`src/rtl/operand_fetch.sv`:
```
// Fetches an A/B operand pair through one synchronous RAM read port and pulses valid.
// Optional: define OPFETCH_SAME_ADDR_EN to issue a single read when both addresses match.
module operand_fetch #(
    parameter int AW      = 16,
    parameter int DW      = 16,
    parameter int RAM_LAT = 1
) (
    input  logic          clock,
    input  logic          reset_n,
    input  logic          start,
    input  logic [AW-1:0] addrA,
    input  logic [AW-1:0] addrB,
    output logic          busy,
    output logic [AW-1:0] ram_addr,
    output logic          ram_rden,
    input  logic [DW-1:0] ram_q,
    output logic [DW-1:0] dataA,
    output logic [DW-1:0] dataB,
    output logic          valid
);

`ifdef OPFETCH_SAME_ADDR_EN
    localparam bit SAME_ADDR_EN = 1'b1;
`else
    localparam bit SAME_ADDR_EN = 1'b0;
`endif

    // Two bits cover the legal read latency range of 1..3.
    localparam int CW = 2;

    typedef enum logic [2:0] {
        IDLE   = 3'd0,
        RD_A   = 3'd1,
        WAIT_A = 3'd2,
        RD_B   = 3'd3,
        WAIT_B = 3'd4,
        DONE   = 3'd5
    } state_e;

    state_e        state_q;
    logic [AW-1:0] addr_a_q;
    logic [AW-1:0] addr_b_q;
    logic [CW-1:0] cnt_q;
    logic          busy_q;
    logic [AW-1:0] ram_addr_q;
    logic          ram_rden_q;
    logic [DW-1:0] data_a_q;
    logic [DW-1:0] data_b_q;
    logic          valid_q;
    logic          same_addr;

    assign same_addr = SAME_ADDR_EN && (addr_a_q == addr_b_q);

    always_ff @(posedge clock or negedge reset_n) begin
        if (!reset_n) begin
            state_q    <= IDLE;
            addr_a_q   <= '0;
            addr_b_q   <= '0;
            cnt_q      <= '0;
            busy_q     <= 1'b0;
            ram_addr_q <= '0;
            ram_rden_q <= 1'b0;
            data_a_q   <= '0;
            data_b_q   <= '0;
            valid_q    <= 1'b0;
        end else begin
            // NOTE: pulse outputs default low here; later non-blocking writes in the case arms win.
            ram_rden_q <= 1'b0;
            ram_addr_q <= '0;
            valid_q    <= 1'b0;
            case (state_q)
                IDLE: begin
                    if (start) begin
                        addr_a_q   <= addrA;
                        addr_b_q   <= addrB;
                        ram_addr_q <= addrA;
                        ram_rden_q <= 1'b1;
                        busy_q     <= 1'b1;
                        state_q    <= RD_A;
                    end
                end
                RD_A: begin
                    cnt_q   <= CW'(RAM_LAT);
                    state_q <= WAIT_A;
                end
                WAIT_A: begin
                    cnt_q <= cnt_q - 2'd1;
                    if (cnt_q == 2'd1) begin
                        data_a_q <= ram_q;
                        if (same_addr) begin
                            data_b_q <= ram_q;
                            valid_q  <= 1'b1;
                            state_q  <= DONE;
                        end else begin
                            ram_addr_q <= addr_b_q;
                            ram_rden_q <= 1'b1;
                            state_q    <= RD_B;
                        end
                    end
                end
                RD_B: begin
                    cnt_q   <= CW'(RAM_LAT);
                    state_q <= WAIT_B;
                end
                WAIT_B: begin
                    cnt_q <= cnt_q - 2'd1;
                    if (cnt_q == 2'd1) begin
                        data_b_q <= ram_q;
                        valid_q  <= 1'b1;
                        state_q  <= DONE;
                    end
                end
                DONE: begin
                    busy_q  <= 1'b0;
                    state_q <= IDLE;
                end
                default: begin
                    busy_q  <= 1'b0;
                    state_q <= IDLE;
                end
            endcase
        end
    end

    assign busy     = busy_q;
    assign ram_addr = ram_addr_q;
    assign ram_rden = ram_rden_q;
    assign dataA    = data_a_q;
    assign dataB    = data_b_q;
    assign valid    = valid_q;

endmodule
```
`config.mk`:
```
export PLATFORM = sky130hd
export DESIGN_NAME = operand_fetch
export DESIGN_NICKNAME = d
export VERILOG_FILES = /design/src/rtl/operand_fetch.sv
export SDC_FILE = /design/constraint.sdc
export NUM_CORES = 1
export LEC_CHECK = 0
export CAP_MARGIN = 20
export CELL_PAD_IN_SITES_DETAIL_PLACEMENT = 2
export CELL_PAD_IN_SITES_GLOBAL_PLACEMENT = 2
export CORE_ASPECT_RATIO = 1.4
export CORE_MARGIN = 8
export CORE_UTILIZATION = 31
export CTS_CLUSTER_SIZE = 12
export DETAILED_ROUTE_END_ITERATION = 8
export HOLD_SLACK_MARGIN = 0.1
export MAX_ROUTING_LAYER = met4
export PLACE_DENSITY = 0.83
export REMOVE_ABC_BUFFERS = 1
export SLEW_MARGIN = 25
export SYNTH_ARGS = -nofsm -noshare
export SYNTH_HDL_FRONTEND = slang
export SYNTH_SLANG_ARGS = --single-unit
```
`constraint.sdc`:
```
create_clock -name clock -period 4.4 [get_ports clock]
set_input_delay 0.88 -clock clock [delete_from_list [all_inputs] [get_ports clock]]
set_output_delay 0.88 -clock clock [all_outputs]
set_load 0.005 [all_outputs]
```
# Word-level counts from Yosys, hierarchy flattened
# Index checks and enable logic that the tools add are counted.
# Widths: inputs -> output; s select.
# totals
in_bits	51
elab_cells	43
output_inout_bits	51
regBits	72
# classes
addsub	1
n_bitwise	1
eq_ne	8
n_reduce_logical	10
n_mux	14
# ops
operator	n
$mux 16	2
$pmux 16 s2	1
$pmux 3 s5	1
$mux 3	3
$reduce_and 2->1	4
$eq 3x2->1 const B	2
$ne 2x2->1 const B	3
$mux 1	4
$pmux 1 s2	2
$pmux 2 s2	1
$reduce_or 2->1	2
$reduce_or 4->1	1
$eq 3x1->1 const B	1
$eq 3x3->1 const B	1
$logic_not 3->1	1
$reduce_and 3->1	1
$eq 2x1->1 const B	1
$reduce_bool 2->1	1
$sub 2x1->2 const B	1
$not 1->1	1

# Logic depth before layout (Yosys ltp)
# depth
depth_word	4
mapped_depth	6
mapped_depth_nobuf	5

# Worst setup path before layout
# OpenSTA, ideal clock, no wires.
# synth_path
kind	input -> register
start	in start
end	reg addr_b_q[10]
n_path_buf	1
stages	3
t_required_ns	4.275
t_arrival_ns	1.765
setup_ns	0.125
setup_slack_ns	2.510
cell_sequence	nor4b_4 buf_6 mux2_2
# synth_between
elab_chain_cells	1
# synth_lines
item	line_no	text
from (decl)	10	input logic start,
$reduce_and 2->1 (no source line)	--	
to (signal assigned)	75	addr_b_q <= addrB;
to (decl)	42	logic [AW-1:0] addr_b_q;
# Every way passes these cells.
# A chain may end at the register's enable or synchronous reset.

# Final worst setup path
# layout_path
start	reg state_q[2]
end	reg data_a_q[3], in the netlist dataA[3]
# layout_between
elab_chain_cells	2
# layout_lines
item	line_no	text
from (decl)	40	state_e state_q;
from (signal assigned)	56	state_q <= IDLE;
from (signal assigned)	79	state_q <= RD_A;
from (signal assigned)	84	state_q <= WAIT_A;
$eq 3x2->1	71	case (state_q)
$reduce_and 2->1 (no source line)	--	
to (signal assigned)	89	data_a_q <= ram_q;
to (decl)	47	logic [DW-1:0] data_a_q;
# Every way passes these cells.

==> metrics <==
sequential element share of the synthesized area 64.3%; DIE HEIGHT 128 µm; TritonCTS buffer count 9; CTS max path bufs 2; final count of hold timing violations 0; crit path kind reg -> reg; post-route ant nets 0; Max FO, Critical Path 18; DR vias 1866; CTS clk-pin slew, worst paths 60 ps; Slew @ Worst Pin 911 ps; Die X-Extent 96.3 µm; # DRC 0; Cells after Synth 180; Synth Area per Inst 15.6 µm²; global-route wire length before repair 12100 µm; total global-route track usage 13.4%; Max rail drop VDD 0.315 mV; Post-DP HPWL 5450 µm; async set-reset flop share out of synthesis 100%; DRT iter0 DRCs 67; Worst Path Required 4610 ps; CP Capture Type flip-flop; Slew Viols, Final 0; Hold Buf Count CTS 0; Setup-failing EPs final 0; routed wire length 7460 µm; Worst Path Arrival 2360 ps; YS warnings 0; Max-cap violations 0; Fin Clk Skew 5.86 ps; Area growth, synth to finish 48.5%; Via density 4.75; RSZ-0062 raised after global routing no; initial antenna violation count 0; IO buf count 101; largest net degree at the start of global routing 73; Leak 1.76 nW; Pwr Density 719 nW/µm²; synth unique cells 25; post-detailed-route wirelength per cell 19.0 µm; min Tclk post-route 2150 ps; Core ar. 8930 µm²; CTS tree yes; drt first pass iters 4; Layout Nets 334; gpl congestion 0.673; share of layout cells above drive strength 1 23.8%; Die Area 12400 µm²; clock latency on the worst-skew pair 330 ps; FF+latch count, synth 72; vias in the first global route 2250; H-Tree Depth 3; post-CTS sizing 0; Setup Buffers After CTS 0; Post-synth EDFFs 0; hold crit path type reg -> reg; post-synthesis cell area 2800 µm²; fin crit share 48.9%; top-level port count 102; starting density of the core 31.4%; outcome completed; root buf cell clkbuf_16; antenna diode count 0; CP Launch Type flip-flop; fmax 0.465 GHz; Core Rows 41; Relative slew margins 39.3%; Pwr Total 2.99 mW; grt ovf 0; Top FF cell, synth dfrtp_1; clock sink count 72; final setup TNS 0 ps
==> cell families (layout without fill, tap and decap cells) <==
group / after synthesis / count (layout) / share of synthesized area [%]
adder cells (fa/ha/maj): 2 / 2 / 0.893
buffers and inverters: 15 / 121 / 3.93
AND/OR/NAND/NOR: 16 / 16 / 3.80
flip-flops: 72 / 72 / 64.3
multiplexers: 49 / 49 / 19.7
XOR/XNOR: 1 / 1 / 0.313
AO/OA/AOI/OAI: 25 / 25 / 7.06
==> critical path: stages, from the launching register on <==
cell	delay [ps]
dfrtp_1	510
nor2_1	300
and3_1	790
mux2_2	420
==> sequential cells by signal, indices dropped and copies added, names as in the netlist <==
name / flops
addr_b_q: 16
busy: 1
cnt_q: 2
dataA: 16
dataB: 16
ram_addr: 16
ram_rden: 1
state_q: 3
valid: 1
==> final timing paths <==
| kind | startpoint | endpoint | slack [ps] | depth (start not counted) |
|---|---|---|---|---|
| min in group asynchronous | reset_n | dataA[13] | 680 | 1 |
| setup / recovery | state_q[2] | dataA[3] | 2250 | 3 |
| hold reg to reg | addr_b_q[9] | ram_addr[9] | 490 | 1 |
| max in group asynchronous | reset_n | addr_b_q[12] | 3120 | 1 |
| hold / removal | addr_b_q[9] | ram_addr[9] | 490 | 1 |
| setup reg to reg | state_q[2] | dataA[3] | 2250 | 3 |
==> layer usage <==
layer	wire length, µm	vias up	track usage [%]	part of all wire, %
met1	3020	939	14.8	41
met3	535	9	4.02	7.2
met2	3800	79	21.8	51
met4	104	0	5.90	1.4
met5	0	-	-	0
li1	-	839	-	-
==> layout by cell type, fill, tap and decap left out <==
| master | count |
|---|---|
| o32ai_1 | 1 |
| ha_1 | 2 |
| clkinvlp_4 | 1 |
| nand2_1 | 3 |
| or2_2 | 1 |
| a22o_1 | 16 |
| nor2_1 | 3 |
| clkinv_2 | 1 |
| nor4b_4 | 1 |
| a31oi_1 | 1 |
| bufinv_16 | 1 |
| clkbuf_1 | 1 |
| o21ai_0 | 3 |
| mux2_2 | 48 |
| clkbuf_8 | 2 |
| inv_1 | 3 |
| nor2b_1 | 1 |
| inv_6 | 1 |
| or4b_2 | 1 |
| a21oi_1 | 1 |
| dfrtp_1 | 72 |
| mux2_1 | 1 |
| clkbuf_16 | 9 |
| a211oi_1 | 2 |
| buf_4 | 2 |
| nand2b_1 | 3 |
| xnor2_1 | 1 |
| o211ai_1 | 1 |
| and3_1 | 3 |
| clkdlybuf4s50_1 | 100 |
==> synth_stat cells, drive strengths merged (2+ instances only) <==
| cell type | instances | area, µm² |
|---|---|---|
| a22o | 16 | 140 |
| clkbuf | 2 | 7.51 |
| dfrtp | 72 | 1800 |
| nor2 | 3 | 11.3 |
| ha | 2 | 25.0 |
| a211oi | 2 | 15.0 |
| o21ai | 3 | 15.0 |
| and3 | 3 | 18.8 |
| nand2b | 3 | 18.8 |
| nand2 | 3 | 11.3 |
| inv | 3 | 11.3 |
| mux2 | 49 | 552 |
| buf | 10 | 91.3 |
==> per-stage QoR <==
stage / hold WS (ps) / setup WS (ps) / area, µm² / cells / util [%]
after floorplan: 459 / 1970 / 2700 / 168 / -
after global placement: 473 / 1960 / 3850 / 377 / 43.2
after detailed placement: 481 / 1900 / 3850 / 377 / 43.2
after CTS: 494 / 2190 / 4160 / 393 / 46.6
after global routing: 506 / 2090 / 4160 / 393 / 46.6
final: 490 / 2250 / 4160 / 393 / 46.6
==> area by class of cell <==
type | count | area (µm²)
timing repair buffer | 102 | 1020
tap | 107 | 134
clock buffer | 12 | 256
multi-input combinational | 93 | 890
inverter | 3 | 11.3
fill | 890 | 4770
clock inverter | 4 | 51.3
sequential | 72 | 1800
==> power by group <==
group	total [mW]	leakage, nW	switching [mW]	internal, mW
registers	1.17	0.885	0.192	0.977
logic	1.09	0.726	0.365	0.722
clock network	0.736	0.149	0.265	0.471
(Power assumes the default switching activity.)
